`src/rtl/decode_hazard_scoreboard.sv`:
```
// Decode-side hazard scoreboard: tracks in-flight destinations across the
// post-decode stages and drives forward selects, stall and long-op hold.
module decode_hazard_scoreboard #(
    parameter int NREAD    = 3,
    parameter int NSTAGE   = 3,
    parameter int LONG_LAT = 32,
    parameter int RW       = 6,
    localparam int SW = $clog2(NSTAGE + 1),
    localparam int CW = (LONG_LAT > 1) ? $clog2(LONG_LAT) : 1
) (
    input  logic                clk,
    input  logic                reset,
    input  logic                advance,
    input  logic                id_valid,
    input  logic [NREAD*RW-1:0] id_src,
    input  logic [NREAD-1:0]    id_src_en,
    input  logic [RW-1:0]       id_dst,
    input  logic [SW-1:0]       id_dst_rdy,
    input  logic                id_long,
    input  logic [NSTAGE-1:0]   flush_mask,
    output logic                stall,
    output logic [NREAD*SW-1:0] fwd_sel,
    output logic                ex_hold
);

    typedef struct packed {
        logic          v;
        logic [RW-1:0] dst;
        logic [SW-1:0] rdy;
    } slot_t;

    typedef enum logic {IDLE, BUSY} state_t;

    slot_t [NSTAGE-1:0] slot_q, slot_d;
    state_t             state_q, state_d;
    logic [CW-1:0]      cnt_q, cnt_d;

    logic          hazard;
    logic          issue;
    logic          move;
    logic [SW-1:0] rdy_n;
    logic [RW-1:0] src;
    logic          hit;
    logic [SW-1:0] hit_s;
    logic [SW-1:0] hit_rdy;

    assign ex_hold = (state_q == BUSY);
    assign stall   = id_valid && (hazard || ex_hold);
    assign issue   = id_valid && !stall;
    assign move    = advance && !ex_hold;

    // Scanning oldest to youngest lets the youngest producer overwrite.
    always_comb begin
        hazard  = 1'b0;
        fwd_sel = '0;
        src     = '0;
        hit     = 1'b0;
        hit_s   = '0;
        hit_rdy = '0;
        for (int i = 0; i < NREAD; i++) begin
            src     = id_src[i*RW +: RW];
            hit     = 1'b0;
            hit_s   = '0;
            hit_rdy = '0;
            for (int s = NSTAGE; s >= 1; s--) begin
                if (slot_q[s-1].v && slot_q[s-1].dst == src) begin
                    hit     = 1'b1;
                    hit_s   = SW'(s);
                    hit_rdy = slot_q[s-1].rdy;
                end
            end
            if (id_src_en[i] && src != '0 && hit) begin
                if (hit_s >= hit_rdy) begin
                    fwd_sel[i*SW +: SW] = hit_s;
                end else begin
                    hazard = 1'b1;
                end
            end
        end
    end

    always_comb begin
        rdy_n = id_dst_rdy;
        if (id_dst_rdy == '0) begin
            rdy_n = SW'(1);
        end else if (id_dst_rdy > SW'(NSTAGE)) begin
            rdy_n = SW'(NSTAGE);
        end
    end

    // Flush is applied after the shift so it always hits the post-edge slot.
    always_comb begin
        slot_d = slot_q;
        if (move) begin
            for (int s = NSTAGE - 1; s >= 1; s--) begin
                slot_d[s] = slot_q[s-1];
            end
            slot_d[0].v   = issue && (id_dst != '0);
            slot_d[0].dst = id_dst;
            slot_d[0].rdy = rdy_n;
        end
        for (int s = 0; s < NSTAGE; s++) begin
            if (flush_mask[s]) begin
                slot_d[s].v = 1'b0;
            end
        end
    end

    always_comb begin
        state_d = state_q;
        cnt_d   = cnt_q;
        unique case (state_q)
            IDLE: begin
                if (move && issue && id_long && !flush_mask[0]) begin
                    state_d = BUSY;
                    cnt_d   = CW'(LONG_LAT - 1);
                end
            end
            BUSY: begin
                if (flush_mask[0] || cnt_q == '0) begin
                    state_d = IDLE;
                    cnt_d   = '0;
                end else begin
                    cnt_d = cnt_q - CW'(1);
                end
            end
        endcase
    end

    always_ff @(posedge clk or posedge reset) begin
        if (reset) begin
            slot_q  <= '0;
            state_q <= IDLE;
            cnt_q   <= '0;
        end else begin
            slot_q  <= slot_d;
            state_q <= state_d;
            cnt_q   <= cnt_d;
        end
    end

endmodule

```
`config.mk`:
```
export PLATFORM = sky130hd
export DESIGN_NAME = decode_hazard_scoreboard
export DESIGN_NICKNAME = d
export VERILOG_FILES = /design/src/rtl/decode_hazard_scoreboard.sv
export SDC_FILE = /design/constraint.sdc
export NUM_CORES = 1
export LEC_CHECK = 0
export ABC_AREA = 1
export ABC_CLOCK_PERIOD_IN_PS = 8050
export BUFFER_PORTS_ARGS = -buffer_cell sky130_fd_sc_hd__buf_2
export CORE_MARGIN = 5
export CORE_UTILIZATION = 60
export DETAILED_ROUTE_END_ITERATION = 16
export PLACE_DENSITY = 0.83
export SYNTH_ARGS = -nofsm -noshare
export SYNTH_HDL_FRONTEND = slang
export SYNTH_SLANG_ARGS = --single-unit
```
`constraint.sdc`:
```
create_clock -name clk -period 8.05 [get_ports clk]
set_clock_uncertainty 0.1 [all_clocks]
set_input_delay 1.61 -clock clk [delete_from_list [all_inputs] [get_ports clk]]
set_output_delay 1.61 -clock clk [all_outputs]
set_load 0.01 [all_outputs]
```
# Word-level counts from Yosys, hierarchy flattened
# Cells that the tools add are included.
# totals
reg_bits	33
latch_bits	0
ramBits	0
mem_bits_ro	0
output_inout_bits	8
n_memories	0
# op_classes
add_sub_neg	1
mul	0
div_mod_pow	0
n_lt_le_gt_ge	4
eq_ne	10
shift	0
muxes	51
bitwise	1
reduce_logical	36
# op_table
cell	count
6-bit equality test	9
2-bit two-way mux	26
27-bit two-way mux	1
6-bit nonzero test	4
1-bit logical AND	22
1-bit two-way mux	20
5-bit two-way mux	2
5-bit case mux with 2 select lines	1
2-bit greater-or-equal comparator	3
2-bit nonzero test	3
5-bit zero test	1
5-bit by 1-bit subtractor with 5-bit output (second input constant)	1
1-bit zero test	3
2-bit greater-than comparator (second input constant)	1
2-bit zero test	1
1-bit logical OR	2
2-bit != test (second input constant)	1
1-bit case mux with 2 select lines	1
1-bit inverter	1

# Depth between registers and ports, before layout
# Gate-level depths: netlist of run 1.
# depth
ltp_word	21
mapped_depth	22

# Worst setup path before layout of run 1
# No wires, ideal clock.
# synth_path
kind	in2out
from	in id_src[9]
to	out stall
t_arrival_ps	3283
required_time_ps	6340
slack_ps	3057
path_stages	18
path_cell_list	inv_1 > nand2_1 > nand2_1 > clkinv_1 > nand2_1 > nor2_1 > nand2_2 > nor2_1 > nand2_1 > a22oi_1 > ha_1 > o21ai_0 > nand2_1 > nor2_1 > nand2_1 > nand2_1 > nor2_4 > nor2_1
# synth_via
elab_chain_cells	12
word_cells_on_any_way	25
cone_classes	1 x order compare; 3 x eq/ne; 13 x mux; 8 x reduce/logical
# synth_lines
element	line	source
from (decl)	15	input logic [NREAD*RW-1:0] id_src,
6-bit equality test	66	if (slot_q[s-1].v && slot_q[s-1].dst == src) begin
1-bit logical AND	66	
2-bit two-way mux (3 in series)	66	
2-bit greater-or-equal comparator	73	if (hit_s >= hit_rdy) begin
1-bit two-way mux	73	
1-bit two-way mux (*)	72	if (id_src_en[i] && src != '0 && hit) begin
1-bit two-way mux	73	
1-bit two-way mux (*)	72	
1-bit logical OR (*)	48	assign stall = id_valid && (hazard || ex_hold);
1-bit logical AND (*)	48	
to (decl)	21	output logic stall,
# Every way passes the cells marked *; elsewhere a longest branch is shown, timed or not.

# Worst setup path in the final report of run 1
# layout_path
from	in id_src[7]
to	out stall
# The elaborated chain is that of the path after synthesis.

==> impl_metrics.json, run 1 <==
{
  "hold_viol": 0,
  "drc_errors": 0,
  "synthArstFlopShare": 1.00,
  "ys_top_cells_by_area": "dfrtp_1 (31%), nand2_1 (21%), inv_1 (8.3%), nor2_1 (6.1%), nand3_1 (4.8%)",
  "drt_iter0_markers": 374,
  "grt_pass1_wl_um": 12900,
  "clock.fmax_mhz": 181,
  "post_cts_resized": 0,
  "end_kind": "output pin",
  "drt-total-wl_um": 7640,
  "maxCapViolations": 0,
  "path_cells": "buf_2, inv_1, nand2_1, nand3_1, nor2_1, nand2_2, nor2_1, nand2_1, a22oi_1, ha_1, o21ai_0, nand2_1, nor2_1, nand2_1, nand2_1, nor2_4, nor2_1, buf_2",
  "syn_area_mm2": 0.00270,
  "synthFlopType": "dfrtp_1",
  "criticalPathCategory": "in -> out",
  "postRouteAntennaNets": 0,
  "synthTopCellsByCount": "nand2_1 (153), inv_1 (60), nor2_1 (44)",
  "wl_per_cell_um": 14.2,
  "startpoint_type": "input port",
  "relSlewSlack": 0.665,
  "synthToLayoutAreaGrowth_pct": 13.4,
  "clk_latency_ns": 0.29,
  "seq_area_frac_synth": 0.306,
  "post-cts-setup-buffer-count": 0,
  "rsz0062_at_grt": "no",
  "hold_path_class": "reg -> reg",
  "synthesis.nets": 484,
  "synth_top_area_frac": 0.306,
  "critical-path-top-delay-family": "simple AND/OR/NAND/NOR gates",
  "root_buffer": "clkbuf_8",
  "holdBufCountCts": 0,
  "worstHoldStart": "slot_q[10]$_DFFE_PP0P_",
  "place_area_mm2": 0.00297,
  "critPathMaxFanout": 5,
  "p_per_area_mw_per_mm2": 273,
  "clockBufferDepth": 2,
  "cpMostUsedCell": "nand2_1",
  "cts.sinks": 33,
  "layout-drive-gt1-share": 0.156,
  "first_pass_iters": 5,
  "insertedDiodeCount": 0,
  "die_w_um": 77.1,
  "post-route-min-period_ns": 5.53,
  "rows": 24,
  "fillCellCount": 394,
  "status": "finished clean",
  "yosys.cell_count.top_type": "nand2_1",
  "antenna_found_initial": 0,
  "max_stage_delay_ns": 0.26,
  "period_share": 0.687,
  "worstPathArrival_ns": 3.82,
  "fp.dieH_um": 77.1,
  "synth-edff-count": 0,
  "vias": 2978,
  "crit_required_ns": 6.34,
  "grt_max_degree": 42,
  "viasPerCell": 5.53,
  "overflow": 0,
  "setup_ws_ns": 2.52,
  "regArea_um2": 826,
  "initial_core_util": 0.620,
  "yosys.area.top_type": "dfrtp_1",
  "synthCells": 440,
  "nNetsFinal": 531,
  "track_usage": 0.268,
  "dieArea_mm2": 0.00594,
  "io_pins": 45,
  "ys_warn_count": 0,
  "multi_input_area_mm2": 0.00157,
  "coreArea_mm2": 0.00435,
  "crit_path_start": "id_src[7]",
  "place_congestion": 1.00,
  "cts_tree": "yes",
  "clk_pin_slew_ns": 0.08,
  "setup_violations": 0,
  "ys_types": 32,
  "grt_pass1_vias": 2699,
  "power_w": 0.000836,
  "maxSlewViolCount": 0,
  "vdd_drop_max_v": 0.000207,
  "place_ws_ns": 2.59,
  "cp_num_buf_inv": 3,
  "crit_slowest_cell": "ha_1",
  "reg2reg_from": "slot_q[14]$_DFFE_PP0P_",
  "port_buffers": 44,
  "design_area_mm2": 0.00306,
  "p_leak_nw": 1.69,
  "worst_pin_slew_ns": 0.502,
  "htree_levels": 2,
  "setup_tns_ns": 0,
  "cts_buffers": 5,
  "synth.ff_latch_count": 33,
  "dp_hpwl_um": 5900,
  "avgSynthCellArea_um2": 6.13
}
## where the power goes
group / switching, W / total (W) / internal [W]
Clock: 0.0000634 / 0.000131 / 0.0000676
Sequential: 0.0000942 / 0.000331 / 0.000237
Combinational: 0.000236 / 0.000375 / 0.000138
Total: 0.000394 / 0.000836 / 0.000442
## flip-flops by register name, indices dropped and copies added (netlist names)
name     count
ex_hold      1
cnt_q        5
slot_q      27
## routing by layer
metal	routed length, um	GRT usage	vias to the layer above
li1	-	-	1477
met1	3450	0.382	1358
met2	3480	0.410	135
met3	634	0.0597	8
met4	82	0.0704	0
met5	0	0	-
## cells by family after synthesis
family	share of synthesized area
simple gates	0.383
flops	0.306
xor+xnor	0.0357
buf+inv	0.111
fa+ha+maj	0.0325
compound gates	0.132
## layout by cell type (no fill, tap or decap), types with 2 or more instances in the layout
| cell | netlist | routed |
|---|---|---|
| o22ai_1 | 4 | 4 |
| a211oi_1 | 2 | 2 |
| xor2_1 | 4 | 4 |
| nand2_1 | 153 | 153 |
| xnor2_1 | 7 | 7 |
| o21ai_0 | 19 | 19 |
| inv_1 | 60 | 60 |
| clkbuf_8 | 0 | 6 |
| a21oi_1 | 18 | 18 |
| buf_2 | 2 | 44 |
| clkinv_1 | 4 | 4 |
| o21ai_1 | 16 | 16 |
| o211ai_1 | 3 | 3 |
| nor2_1 | 44 | 44 |
| inv_2 | 8 | 8 |
| a22oi_1 | 2 | 2 |
| nand2_2 | 8 | 8 |
| dfrtp_1 | 33 | 33 |
| nand3_1 | 26 | 26 |
| a31oi_1 | 2 | 2 |
| ha_1 | 7 | 7 |
| nand4_1 | 5 | 5 |
| buf_4 | 1 | 2 |
## path summary, 6_finish.rpt
| kind | endpoint | slack [ns] | depth (start not counted) |
|---|---|---|---|
| max reg2reg | cnt_q[3]$_DFFE_PP0P_ | 5.22 | 20 |
| min | slot_q[10]$_DFFE_PP0P_ | 0.39 | 2 |
| max in group asynchronous | cnt_q[2]$_DFFE_PP0P_ | 6.24 | 3 |
| max | stall | 2.52 | 18 |
| min reg2reg | slot_q[10]$_DFFE_PP0P_ | 0.39 | 2 |
| min in group asynchronous | slot_q[23]$_DFFE_PP0P_ | 1.30 | 3 |
## worst reg2reg max path, stage by stage (launching register included)
cell and delay [ns]:
dfrtp_1 0.44, inv_1 0.18, nand2_1 0.07, nand4_1 0.11
nor2_1 0.05, nand2_1 0.12, inv_1 0.07, nor2_1 0.16
nand2_1 0.08, a22oi_1 0.18, ha_1 0.26, o21ai_0 0.19
nand2_1 0.10, nor2_1 0.11, nand2_1 0.06, nand2_1 0.10
nor2_4 0.06, nand3_4 0.10, nand2_4 0.08, nand2_1 0.07
nand2_1 0.05
## per-stage QoR
step,hold WS (ns),utilization,cells
CTS,0.398,0.703,539
global route,0.442,0.703,539
finish,0.395,0.703,539
global placement,0.375,0.682,532
floorplan,0.359,-,440
detailed placement,0.378,0.682,532
## layout make-up
class                           instances  share of cell area
Clock inverter                          1             0.00245
Inverter                               72              0.0883
Sequential cell                        33               0.270
Multi-Input combinational cell        329               0.514
Clock buffer                            6              0.0270
Timing Repair Buffer                   46              0.0769
Tap cell                               52              0.0213
(Power assumes the default switching activity.)
==> inputs of run 2 (changes only) <==
--- a/config.mk
+++ b/config.mk
@@ -6,12 +6,12 @@
 export NUM_CORES = 1
 export LEC_CHECK = 0
 export ABC_AREA = 1
-export ABC_CLOCK_PERIOD_IN_PS = 8050
+export ABC_CLOCK_PERIOD_IN_PS = 5000
 export BUFFER_PORTS_ARGS = -buffer_cell sky130_fd_sc_hd__buf_2
 export CORE_MARGIN = 5
-export CORE_UTILIZATION = 60
+export CORE_UTILIZATION = 52
 export DETAILED_ROUTE_END_ITERATION = 16
-export PLACE_DENSITY = 0.83
+export PLACE_DENSITY = 0.77
 export SYNTH_ARGS = -nofsm -noshare
 export SYNTH_HDL_FRONTEND = slang
 export SYNTH_SLANG_ARGS = --single-unit
==> constraint.sdc (replaced) <==
create_clock -name clk -period 5 [get_ports clk]
set_clock_uncertainty 0.1 [all_clocks]
set_input_delay 1 -clock clk [delete_from_list [all_inputs] [get_ports clk]]
set_output_delay 1 -clock clk [all_outputs]
set_load 0.01 [all_outputs]
==> run 2 against run 1 <==
Against the previous run: power increased by 59%; register-to-register slack got worse by 3.1 ns; via count decreased by 3.4%; core utilization decreased by 9.7 points; largest cell class unchanged.
==> impl_metrics.json, run 2 (same netlist as run 1, synthesis figures left out) <==
{
  "status": "finished clean",
  "regArea_um2": 826,
  "setup_violations": 0,
  "hold_depth": 2,
  "p_per_area_mw_per_mm2": 433,
  "worst_pin_slew_ns": 0.423,
  "place_ws_ns": 0.801,
  "utilization": 0.606,
  "worstHoldStart": "slot_q[10]$_DFFE_PP0P_",
  "grt_pass1_vias": 2686,
  "htree_levels": 2,
  "vdd_drop_max_v": 0.000294,
  "coreArea_mm2": 0.00507,
  "end_kind": "output pin",
  "root_buffer": "clkbuf_8",
  "io_pins": 45,
  "p_leak_nw": 1.69,
  "layout-drive-gt1-share": 0.156,
  "largest_register": "slot_q",
  "overflow": 0,
  "wl_per_cell_um": 13.3,
  "reg2reg_from": "slot_q[14]$_DFFE_PP0P_",
  "setup_ws_ns": 0.797,
  "drt-total-wl_um": 7450,
  "first_pass_iters": 5,
  "clk_latency_ns": 0.29,
  "grt_max_degree": 42,
  "fillCellCount": 519,
  "drc_errors": 0,
  "place_congestion": 0.915,
  "post-cts-setup-buffer-count": 0,
  "crit_required_ns": 3.90,
  "ff2ff_setup_slack_ns": 2.13,
  "maxSlewViolCount": 0,
  "drt_iter0_markers": 263,
  "r2r_end": "cnt_q[3]$_DFFE_PP0P_",
  "rr_worst_depth": 20,
  "cts.sinks": 33,
  "synthToLayoutAreaGrowth_pct": 14.0,
  "clockBufferDepth": 2,
  "critPathMaxFanout": 5,
  "vias": 2878,
  "grt_pass1_wl_um": 12500,
  "setup_tns_ns": 0,
  "clock.fmax_mhz": 238,
  "fp.dieH_um": 82.0,
  "final_cell_mix": "nand2_1 (153), inv_1 (60), nor2_1 (44), buf_2 (44), dfrtp_1 (33)",
  "antenna_found_initial": 0,
  "hold_end": "slot_q[10]$_DFFE_PP0P_",
  "period_share": 0.841,
  "initial_core_util": 0.532,
  "instances_no_fill": 558,
  "clk_pin_slew_ns": 0.07,
  "post_cts_resized": 0,
  "nNetsFinal": 531,
  "cts_buffers": 5,
  "dp_hpwl_um": 5950,
  "hold_viol": 0,
  "track_usage": 0.245,
  "cts_tree": "yes",
  "insertedDiodeCount": 0,
  "multi_input_area_mm2": 0.00157,
  "dp.cells": 550,
  "dieArea_mm2": 0.00673,
  "startpoint_type": "input port",
  "post-route-min-period_ns": 4.20,
  "holdBufCountCts": 0,
  "viasPerCell": 5.16,
  "worstPathArrival_ns": 3.10,
  "hold_path_class": "reg -> reg",
  "maxCapViolations": 0,
  "largest_register_ffs": 27,
  "criticalPathCategory": "in -> out",
  "postRouteAntennaNets": 0,
  "rows": 26,
  "port_buffers": 44,
  "layout_commonest_cell": "nand2_1",
  "die_w_um": 82.0,
  "rsz0062_at_grt": "no",
  "relSlewSlack": 0.718
}
-- run 2: changes by cell type in the layout (fill, tap and decap cells not counted), sizes merged --
cell	delta
clkinv	+2
clkinvlp	-1
-- run 2: power breakdown --
part / switching (W) / internal (W)
registers: 0.000158 / 0.000381
logic: 0.000376 / 0.000222
clock network: 0.0000995 / 0.0000964
-- run 2: area by class of cell --
type / instances / area share
multi-input combinational: 329 / 0.512
sequential: 33 / 0.269
inverter: 72 / 0.0879
timing repair buffer: 46 / 0.0765
tap: 70 / 0.0285
clock buffer: 6 / 0.0236
clock inverter: 2 / 0.00325
-- run 2: how the worst max path moves through the flow --
stage / from / endpoint / slack [ns] / cells after the start
6_report: id_src[12] / stall / 0.80 / 19
5_1_grt: id_src[12] / stall / 0.42 / 19
4_1_cts: id_src[12] / stall / 0.80 / 19
3_5_place_dp: id_src[14] / stall / 0.80 / 19
3_3_place_gp: id_src[12] / stall / 0.84 / 19
2_1_floorplan: id_src[9] / stall / 1.23 / 18
-- run 2: worst max-delay path: stages --
cell and delay [ns]:
buf_2 0.13, inv_1 0.10, nand2_1 0.05, nand3_1 0.09
nor2_1 0.05, nand2_1 0.13, inv_1 0.07, nor2_1 0.18
nand2_1 0.08, a22oi_1 0.17, ha_1 0.25, o21ai_0 0.17
nand2_1 0.09, nor2_1 0.11, nand2_1 0.06, nand2_1 0.10
nor2_4 0.06, nor2_1 0.07, buf_2 0.13
-- run 2: metrics by stage --
step | power (W) | cell area (um2) | hold WS (ns)
after global placement | 0.00112 | 2990 | 0.374
after global routing | 0.00146 | 3080 | 0.453
final | 0.00133 | 3080 | 0.397
after CTS | 0.00133 | 3080 | 0.406
after detailed placement | 0.00113 | 2990 | 0.387
after floorplan | 0.000949 | 2700 | 0.359
-- run 2: layer usage --
layer	track usage	up-vias	wire (um)
met5	0	-	0
met4	0.0581	0	99
met3	0.0307	13	509
met2	0.406	93	3410
met1	0.339	1290	3430
li1	-	1482	-
